--- src/rtl/hazard_scoreboard.sv ---
// Hazard scoreboard: tracks EX/MEM destination slots, registers forwarding selects, and raises load-use/flush bubbles.
// Define HAZARD_DIV_STALL_EN to compile in the multi-cycle divide stall FSM.
module hazard_scoreboard #(
  parameter int DIV_CYCLES = 4
) (
  input  logic        CLK,
  input  logic        RESET,
  input  logic [31:0] INSTRUCTION,
  input  logic        ID_VALID,
  input  logic        ID_REG_WRITE,
  input  logic        ID_MEM_READ,
  input  logic        FLUSH,
  output logic        STALL,
  output logic        BUBBLE,
  output logic [1:0]  FWD_RS1,
  output logic [1:0]  FWD_RS2
);
  localparam logic [6:0] OP_R    = 7'b0110011;
  localparam logic [6:0] OP_I    = 7'b0010011;
  localparam logic [6:0] OP_LD   = 7'b0000011;
  localparam logic [6:0] OP_ST   = 7'b0100011;
  localparam logic [6:0] OP_BR   = 7'b1100011;
  localparam logic [6:0] OP_JALR = 7'b1100111;

  logic [6:0] opcode;
  logic [4:0] rd, rs1, rs2;
  assign opcode = INSTRUCTION[6:0];
  assign rd     = INSTRUCTION[11:7];
  assign rs1    = INSTRUCTION[19:15];
  assign rs2    = INSTRUCTION[24:20];

  logic rs1_op, rs2_op;
  always_comb begin
    rs1_op = 1'b0;
    rs2_op = 1'b0;
    case (opcode)
      OP_R, OP_ST, OP_BR:    begin rs1_op = 1'b1; rs2_op = 1'b1; end
      OP_I, OP_LD, OP_JALR:  rs1_op = 1'b1;
      default: ;
    endcase
  end

  // x0 and bubbles never create a dependency
  logic use1, use2;
  assign use1 = ID_VALID & rs1_op & (rs1 != 5'd0);
  assign use2 = ID_VALID & rs2_op & (rs2 != 5'd0);

  logic       ex_vld, ex_ld, mem_vld;
  logic [4:0] ex_rd, mem_rd;
  logic [1:0] sel1, sel2;
  assign sel1 = (use1 & ex_vld & (ex_rd == rs1))   ? 2'b11 :
                (use1 & mem_vld & (mem_rd == rs1)) ? 2'b01 : 2'b00;
  assign sel2 = (use2 & ex_vld & (ex_rd == rs2))   ? 2'b11 :
                (use2 & mem_vld & (mem_rd == rs2)) ? 2'b01 : 2'b00;

  logic load_use, busy, advance, id_wr;
  assign load_use = ex_vld & ex_ld & ((use1 & (rs1 == ex_rd)) | (use2 & (rs2 == ex_rd)));
  assign id_wr    = ID_VALID & ID_REG_WRITE & (rd != 5'd0);
  assign advance  = ~busy & ~FLUSH & ~load_use;
  assign STALL    = (load_use & ~FLUSH) | busy;
  assign BUBBLE   = ~busy & (FLUSH | load_use);

  always_ff @(posedge CLK or posedge RESET) begin
    if (RESET) begin
      ex_vld  <= 1'b0;
      ex_ld   <= 1'b0;
      ex_rd   <= 5'd0;
      mem_vld <= 1'b0;
      mem_rd  <= 5'd0;
      FWD_RS1 <= 2'b00;
      FWD_RS2 <= 2'b00;
    end else if (busy) begin
      // divide occupies EX; nothing drains into MEM behind it
      mem_vld <= 1'b0;
    end else begin
      mem_vld <= ex_vld;
      mem_rd  <= ex_rd;
      if (advance) begin
        ex_vld  <= id_wr;
        ex_rd   <= rd;
        ex_ld   <= ID_MEM_READ;
        FWD_RS1 <= sel1;
        FWD_RS2 <= sel2;
      end else begin
        ex_vld  <= 1'b0;
        FWD_RS1 <= 2'b00;
        FWD_RS2 <= 2'b00;
      end
    end
  end

`ifdef HAZARD_DIV_STALL_EN
  typedef enum logic {IDLE, DIV_BUSY} state_t;
  localparam logic [2:0] CNT_INIT  = 3'(DIV_CYCLES - 1);
  localparam logic       DIV_MULTI = (DIV_CYCLES >= 2);

  state_t     state;
  logic [2:0] cnt;
  logic       is_div;
  assign is_div = ID_VALID & (opcode == OP_R) & (INSTRUCTION[31:25] == 7'b0000001) & INSTRUCTION[14];
  assign busy   = (state == DIV_BUSY);

  always_ff @(posedge CLK or posedge RESET) begin
    if (RESET) begin
      state <= IDLE;
      cnt   <= 3'd0;
    end else begin
      case (state)
        IDLE: if (advance & is_div & DIV_MULTI) begin
          state <= DIV_BUSY;
          cnt   <= CNT_INIT;
        end
        DIV_BUSY: begin
          cnt <= cnt - 3'd1;
          if (cnt == 3'd1) state <= IDLE;
        end
        default: state <= IDLE;
      endcase
    end
  end

  logic unused_bits;
  assign unused_bits = ^INSTRUCTION[13:12];
`else
  assign busy = 1'b0;

  logic unused_bits;
  assign unused_bits = ^{INSTRUCTION[31:25], INSTRUCTION[14:12], 1'(DIV_CYCLES)};
`endif
endmodule
--- config.mk ---
export PLATFORM = sky130hd
export DESIGN_NAME = hazard_scoreboard
export DESIGN_NICKNAME = d
export VERILOG_FILES = /design/src/rtl/hazard_scoreboard.sv
export SDC_FILE = /design/constraint.sdc
export NUM_CORES = 1
export LEC_CHECK = 0
export CAP_MARGIN = 20
export CELL_PAD_IN_SITES_DETAIL_PLACEMENT = 1
export CELL_PAD_IN_SITES_GLOBAL_PLACEMENT = 2
export CORE_AREA = 2 2 65 67
export DETAILED_ROUTE_END_ITERATION = 10
export DIE_AREA = 0 0 67 69
export PLACE_DENSITY_LB_ADDON = 0.15
export RECOVER_POWER = 50
export SLEW_MARGIN = 15
export SYNTH_ARGS = -nofsm -noshare
export SYNTH_HDL_FRONTEND = slang
export SYNTH_SLANG_ARGS = --single-unit
--- constraint.sdc ---
create_clock -name CLK -period 4.9 [get_ports CLK]
set_clock_uncertainty 0.1 [all_clocks]
set_input_delay 0.98 -clock CLK [delete_from_list [all_inputs] [get_ports CLK]]
set_output_delay 0.98 -clock CLK [all_outputs]
set_load 0.005 [all_outputs]
==> insert_results.sql, run 1 <==
INSERT INTO impl_metrics (metric_group, metric, value, unit) VALUES
('run_status', 'outcome', 'completed', ''),
('power_and_ir_drop', 'p_leak', '0.523', 'nW'),
('synthesis', 'syn-instance-count', '84', ''),
('power_and_ir_drop', 'power_switching_share', '0.260', ''),
('synthesis', 'ys_async_sr_fraction', '1.00', ''),
('clocking', 'post_cts.repair.setup_buffers', '0', ''),
('floorplanning', 'die_width', '67', 'um'),
('detailed_routing', 'drc_errors', '0', ''),
('synthesis', 'synth_enable_flop_cells', '0', ''),
('global_routing', 'grt_max_degree', '18', ''),
('power_and_ir_drop', 'worst_case_vdd_ir_drop', '0.139', 'mV'),
('finish', 'layout_area_overhead', '48.2', '%'),
('power_and_ir_drop', 'power_per_cell_area', '245', 'nW/um^2'),
('detailed_routing', 'drt_wl_total', '2.44', 'mm'),
('timing', 'min_period', '4510', 'ps'),
('global_routing', 'antenna_violations_before_repair', '0', ''),
('synthesis', 'commonest_cells_in_the_netlist', '17 x dfrtp_1, 16 x xnor2_1, 7 x nand2_1', ''),
('synthesis', 'yosys.cell_types.count', '26', ''),
('global_routing', 'grt_overflow_total', '0', ''),
('timing', 'timing.final.crit_share', '0.921', ''),
('setup_path', 'worstSetupEndpointType', 'primary output', ''),
('setup_path', 'criticalPathCategory', 'in2out', ''),
('finish', 'layout.filler_cells', '451', ''),
('synthesis', 'yosys_warnings', '0', ''),
('clocking', 'cts_buffer_depth', '2', ''),
('clocking', 'clock_latency', '250', 'ps'),
('power_and_ir_drop', 'share_seq_of_total_power', '0.484', ''),
('power_and_ir_drop', 'p_int', '0.250', 'mW'),
('clocking', 'cts_buffers', '3', ''),
('global_routing', 'via_count_of_the_first_global_routing_pass', '870', ''),
('clocking', 'ctsRootBufferMaster', 'clkbuf_8', ''),
('synthesis', 'ys_ff_latch', '17', ''),
('clocking', 'cts-htree-levels', '1', ''),
('power_and_ir_drop', 'share_of_total_power_in_the_clock_network', '0.316', ''),
('clocking', 'clkSlewWorstSetupHoldPaths', '70', 'ps'),
('finish', 'sequential_cell_area', '425', 'sq um'),
('detailed_routing', 'avgViaCountPerCell', '4.52', ''),
('synthesis', 'synth-seq-area-share', '0.456', ''),
('timing', 'clock.fmax', '0.222', 'GHz'),
('worst_hold_path', 'hp-class', 'reg2reg', ''),
('timing', 'setup-tns-final', '0', 'ps'),
('timing', 'worst_pin_slew', '662', 'ps'),
('floorplanning', 'coreArea', '3910', 'sq um'),
('synthesis', 'synth_largest_area_cell', 'dfrtp_1', ''),
('floorplanning', 'die_area', '4620', 'sq um'),
('detailed_routing', 'drt-pass1-iter-count', '4', ''),
('detailed_routing', 'drtAntennaViolNets', '0', ''),
('detailed_routing', 'drt_iter0_markers', '30', ''),
('clocking', 'tritoncts_num_sinks', '17', ''),
('timing', 'drv_slew', '0', ''),
('global_routing', 'gr-usage-all-layers', '0.118', ''),
('setup_path', 'crit_path_arrival_time', '3430', 'ps'),
('finish', 'combined_area_of_the_multi_input_logic_cells', '495', 'sq um'),
('timing', 'rsz0062_at_grt', 'no', ''),
('floorplanning', 'fp.dieH', '69', 'um'),
('synthesis', 'syn-num-nets', '122', ''),
('timing', 'report.final.hold_viol_count', '0', ''),
('power_and_ir_drop', 'switchingPower', '0.0879', 'mW'),
('floorplanning', 'num_rows', '23', ''),
('placed_design', 'port_buffers', '33', ''),
('synthesis', 'yosys.area.top_type_share', '0.456', ''),
('finish', 'finalNetCount', '161', ''),
('detailed_routing', 'drt-wirelength-per-cell', '14.2', 'um'),
('synthesis', 'synth_ff_type', 'dfrtp_1', ''),
('synthesis', 'syn_avg_cell_area', '11.1', 'sq um'),
('clocking', 'post_cts_resize_count', '0', ''),
('floorplanning', 'start_util', '0.238', ''),
('timing', 'max_slew_margin', '0.558', ''),
('job', 'cap_viol_max_count', '0', ''),
('placed_design', 'routabilityCongestion', '0.706', ''),
('floorplanning', 'ioPinCount', '44', '');
[power by group through the flow]
stage          registers (mW)  logic (mW)  clock network [mW]
4_1_cts                 0.163      0.0694               0.112
3_3_place_gp            0.166      0.0676                   0
5_1_grt                 0.165      0.0750               0.118
2_1_floorplan           0.162      0.0353                   0
6_report                0.163      0.0678               0.107
3_5_place_dp            0.166      0.0689                   0
[stage by stage]
| step | util | cell area, sq um | setup WS [ps] | cells |
|---|---|---|---|---|
| after detailed placement | 0.340 | 1330 | 368 | 168 |
| after global routing | 0.353 | 1380 | 244 | 172 |
| after floorplan | - | 932 | 1490 | 84 |
| after CTS | 0.353 | 1380 | 357 | 172 |
| final | 0.353 | 1380 | 386 | 172 |
| after global placement | 0.340 | 1330 | 372 | 168 |
[layer usage]
| layer | vias to the layer above | share of wire | global-route usage |
|---|---|---|---|
| li1 | 376 | - | - |
| met1 | 378 | 0.46 | 0.154 |
| met2 | 22 | 0.47 | 0.190 |
| met3 | 2 | 0.061 | 0.0294 |
| met4 | 0 | 0.0070 | 0.0340 |
| met5 | - | 0 | 0 |
[logic make-up (layout without fill, tap and decap cells)]
family | after synthesis | after routing | synth area share
and+or+nand+nor | 28 | 28 | 0.181
xor gates and xnor gates | 20 | 20 | 0.188
DFF | 17 | 17 | 0.456
AOI/OAI and AO/OA | 11 | 11 | 0.102
muxes | 5 | 5 | 0.0604
buffers and inverters | 3 | 41 | 0.0121
[worst max-delay path, stage by stage]
cell and delay [ps]:
clkdlybuf4s50_1 470, or4_1 590, o211ai_2 200, nor4_1 110, or2_1 260, a31oi_4 310, inv_1 70, clkdlybuf4s50_1 450
[sequential cells by signal (all words and copies together) (netlist names)]
register	cells
FWD_RS2	2
ex_ld	1
ex_rd	5
ex_vld	1
FWD_RS1	2
mem_rd	5
mem_vld	1
[placed cells by master, fill, tap and decap left out]
master / Yosys / layout
clkdlybuf4s50_1: 0 / 32
dfrtp_1: 17 / 17
xnor2_1: 16 / 16
nand2_1: 7 / 7
mux2_2: 5 / 5
xor2_1: 4 / 4
nor4_1: 4 / 4
or4_1: 3 / 3
nor2_1: 3 / 3
a21oi_1: 3 / 3
inv_1: 3 / 3
clkbuf_8: 0 / 3
and4b_2: 2 / 2
nand4_1: 2 / 2
nand3_1: 2 / 2
and2b_2: 1 / 1
o21ai_1: 1 / 1
a21o_1: 1 / 1
o211ai_2: 1 / 1
o21ai_0: 1 / 1
nand2b_1: 1 / 1
a2bb2oi_1: 1 / 1
nor3b_1: 1 / 1
or2_1: 1 / 1
a31oi_4: 1 / 1
o2111a_1: 1 / 1
and4b_1: 1 / 1
a22o_1: 1 / 1
clkinvlp_4: 0 / 1
dlygate4sd3_1: 0 / 1
buf_4: 0 / 1
[final timing paths]
path	start	to	slack, ps	cells after the start
max	INSTRUCTION[16]	BUBBLE	390	8
min	ex_rd[2]	mem_rd[2]	380	0
max reg2reg	ex_rd[0]	ex_rd[0]	2700	6
min reg2reg	ex_rd[2]	mem_rd[2]	380	0
max in group asynchronous	RESET	ex_rd[4]	3120	2
min in group asynchronous	RESET	FWD_RS1[1]	1150	2
[final cells by class]
class                      instances  area share
timing repair buffer              34       0.245
tap                               50      0.0453
clock buffer                       3      0.0299
clock inverter                     1     0.00543
sequential                        17       0.308
multi-input combinational         64       0.359
inverter                           3     0.00815
(Power assumes the default switching activity.)
==> inputs of run 2 (changes only) <==
--- a/config.mk
+++ b/config.mk
@@ -7,9 +7,7 @@
 export LEC_CHECK = 0
 export CAP_MARGIN = 20
-export CELL_PAD_IN_SITES_DETAIL_PLACEMENT = 1
-export CELL_PAD_IN_SITES_GLOBAL_PLACEMENT = 2
-export CORE_AREA = 2 2 65 67
+export CORE_AREA = 2 2 52 54
 export DETAILED_ROUTE_END_ITERATION = 10
-export DIE_AREA = 0 0 67 69
+export DIE_AREA = 0 0 54 56
 export PLACE_DENSITY_LB_ADDON = 0.15
 export RECOVER_POWER = 50
==> constraint.sdc (replaced) <==
create_clock -name CLK -period 5.13 [get_ports CLK]
set_clock_uncertainty 0.1 [all_clocks]
set_input_delay 0.7695 -clock CLK [delete_from_list [all_inputs] [get_ports CLK]]
set_output_delay 0.7695 -clock CLK [all_outputs]
set_load 0.005 [all_outputs]
==> insert_results.sql, run 2 (synthesis results as in run 1) <==
INSERT INTO impl_metrics (metric_group, metric, value, unit) VALUES
('floorplanning', 'coreArea', '2430', 'sq um'),
('detailed_routing', 'drt_iter0_markers', '6', ''),
('floorplanning', 'die_area', '3020', 'sq um'),
('clocking', 'cts_buffers', '3', ''),
('floorplanning', 'fp.dieH', '56', 'um'),
('clocking', 'cts-htree-levels', '1', ''),
('floorplanning', 'start_util', '0.383', ''),
('global_routing', 'grt_first_pass_wirelength', '3.31', 'mm'),
('global_routing', 'gr-usage-all-layers', '0.149', ''),
('finish', 'finish.utilization', '0.545', ''),
('timing', 'clock.fmax', '0.245', 'GHz'),
('detailed_routing', 'drt-wirelength-per-cell', '13.3', 'um'),
('finish', 'final_layout_size_suffix_gt1_frac', '0.107', ''),
('clocking', 'cts_tree', 'done', ''),
('setup_path', 'critical_path.max_fanout', '4', ''),
('global_routing', 'grt_overflow_total', '0', ''),
('finish', 'final_cell_count_no_fill', '151', ''),
('detailed_routing', 'via_count', '751', ''),
('placed_design', 'routabilityCongestion', '0.749', ''),
('power_and_ir_drop', 'worst_case_vdd_ir_drop', '0.141', 'mV'),
('placed_design', 'placed_cells', '147', ''),
('timing', 'timing.final.crit_share', '0.795', ''),
('placed_design', 'pre_cts_slack', '1040', 'ps'),
('finish', 'finalNetCount', '160', ''),
('finish', 'reg.largest.list', 'ex_rd x5, mem_rd x5', ''),
('floorplanning', 'ioPinCount', '44', ''),
('timing', 'setup-tns-final', '0', 'ps'),
('power_and_ir_drop', 'power_per_cell_area', '218', 'nW/um^2'),
('setup_path', 'criticalPathCategory', 'in2out', ''),
('placed_design', 'port_buffers', '33', ''),
('clocking', 'clkSlewWorstSetupHoldPaths', '90', 'ps'),
('timing', 'rsz0062_at_grt', 'no', ''),
('setup_path', 'crit_path_arrival_time', '3210', 'ps'),
('clocking', 'post_cts.repair.setup_buffers', '0', ''),
('setup_path', 'worstSetupEndpointType', 'primary output', ''),
('detailed_routing', 'drt-pass1-iter-count', '4', ''),
('setup_path', 'critical_path_required', '4260', 'ps'),
('finish', 'antenna_cells', '0', ''),
('timing', 'worst_pin_slew', '618', 'ps'),
('worst_hold_path', 'hp-class', 'reg2reg', ''),
('global_routing', 'antenna_violations_before_repair', '0', ''),
('global_routing', 'grt_max_degree', '18', ''),
('detailed_routing', 'drt_wl_total', '2.01', 'mm'),
('clocking', 'cts_hold_buffers', '0', ''),
('clocking', 'clock_latency', '280', 'ps'),
('clocking', 'cts_buffer_depth', '2', ''),
('global_routing', 'via_count_of_the_first_global_routing_pass', '744', ''),
('floorplanning', 'die_width', '54', 'um'),
('finish', 'layout.cells.most_common', 'clkdlybuf4s50_1', ''),
('timing', 'max_slew_margin', '0.587', ''),
('clocking', 'tritoncts_num_sinks', '17', ''),
('timing', 'min_period', '4080', 'ps'),
('detailed_routing', 'drc_errors', '0', ''),
('timing', 'number_of_setup_violations_in_the_final_report', '0', ''),
('finish', 'layout.cells.most_common_list', '32 x clkdlybuf4s50_1, 17 x dfrtp_1, 16 x xnor2_1', ''),
('placed_design', 'place.detailed.hpwl', '1.63', 'mm'),
('timing', 'report.final.hold_viol_count', '0', ''),
('setup_path', 'crit_path_start_kind', 'input pin', ''),
('clocking', 'ctsRootBufferMaster', 'clkbuf_4', ''),
('detailed_routing', 'avgViaCountPerCell', '4.97', ''),
('floorplanning', 'num_rows', '18', ''),
('finish', 'layout_area_overhead', '42.3', '%'),
('power_and_ir_drop', 'p_leak', '0.512', 'nW'),
('timing', 'drv_slew', '0', ''),
('detailed_routing', 'drtAntennaViolNets', '0', ''),
('clocking', 'post_cts_resize_count', '0', ''),
('run_status', 'outcome', 'completed', ''),
('timing', 'pnr_worst_setup_slack', '1050', 'ps'),
('job', 'cap_viol_max_count', '0', '');
-- run 2: changes by cell type in the layout (fill, tap and decap cells not counted), sizes merged --
cell and change:
clkinvlp -1, clkbuf +1, buf -1
-- run 2: area by class of cell --
cell class / instances / area [sq um]
Clock buffer: 4 / 26.3
Fill cell: 227 / 1110
Inverter: 3 / 11.3
Multi-Input combinational cell: 64 / 495
Timing Repair Buffer: 33 / 330
Sequential cell: 17 / 425
Tap cell: 30 / 37.5
-- run 2: path summary, 6_finish.rpt --
path | slack [ps] | to | cells past startpoint | startpoint
max | 1050 | STALL | 7 | ID_VALID
min | 380 | mem_rd[4] | 0 | ex_rd[4]
max reg2reg | 3020 | ex_rd[2] | 6 | ex_rd[2]
min reg2reg | 380 | mem_rd[4] | 0 | ex_rd[4]
max in group asynchronous | 3640 | mem_rd[3] | 2 | RESET
min in group asynchronous | 880 | FWD_RS1[0] | 2 | RESET
-- run 2: report_power, final --
part,switching (mW),internal [mW],total [mW],leakage [nW]
registers,0.0118,0.143,0.155,0.212
logic,0.0232,0.0409,0.0641,0.285
clock network,0.0395,0.0302,0.0697,0.0150
total,0.0745,0.214,0.289,0.512
-- run 2: per-layer routing --
layer | part of all wire | global-route usage | wire length (um) | vias to the layer above
met2 | 0.48 | 0.230 | 955 | 21
met5 | 0 | 0 | 0 | -
li1 | - | - | - | 379
met1 | 0.45 | 0.199 | 907 | 349
met3 | 0.062 | 0.0269 | 124 | 2
met4 | 0.010 | 0.0643 | 21 | 0
-- run 2: critical path, cell delays in order --
cell             delay (ps)
clkdlybuf4s50_1         460
and4b_2                 250
nand2_1                  70
nor4_1                  550
o21ai_0                 320
nor3b_1                 250
clkdlybuf4s50_1         530
-- run 2: metrics by stage --
| stage | power [mW] | instance area [sq um] | hold slack (ps) |
|---|---|---|---|
| after global placement | 0.221 | 1300 | 360 |
| after CTS | 0.292 | 1330 | 381 |
| after detailed placement | 0.222 | 1300 | 363 |
| after floorplan | 0.188 | 932 | 326 |
| after global routing | 0.306 | 1330 | 411 |
| final | 0.289 | 1330 | 377 |
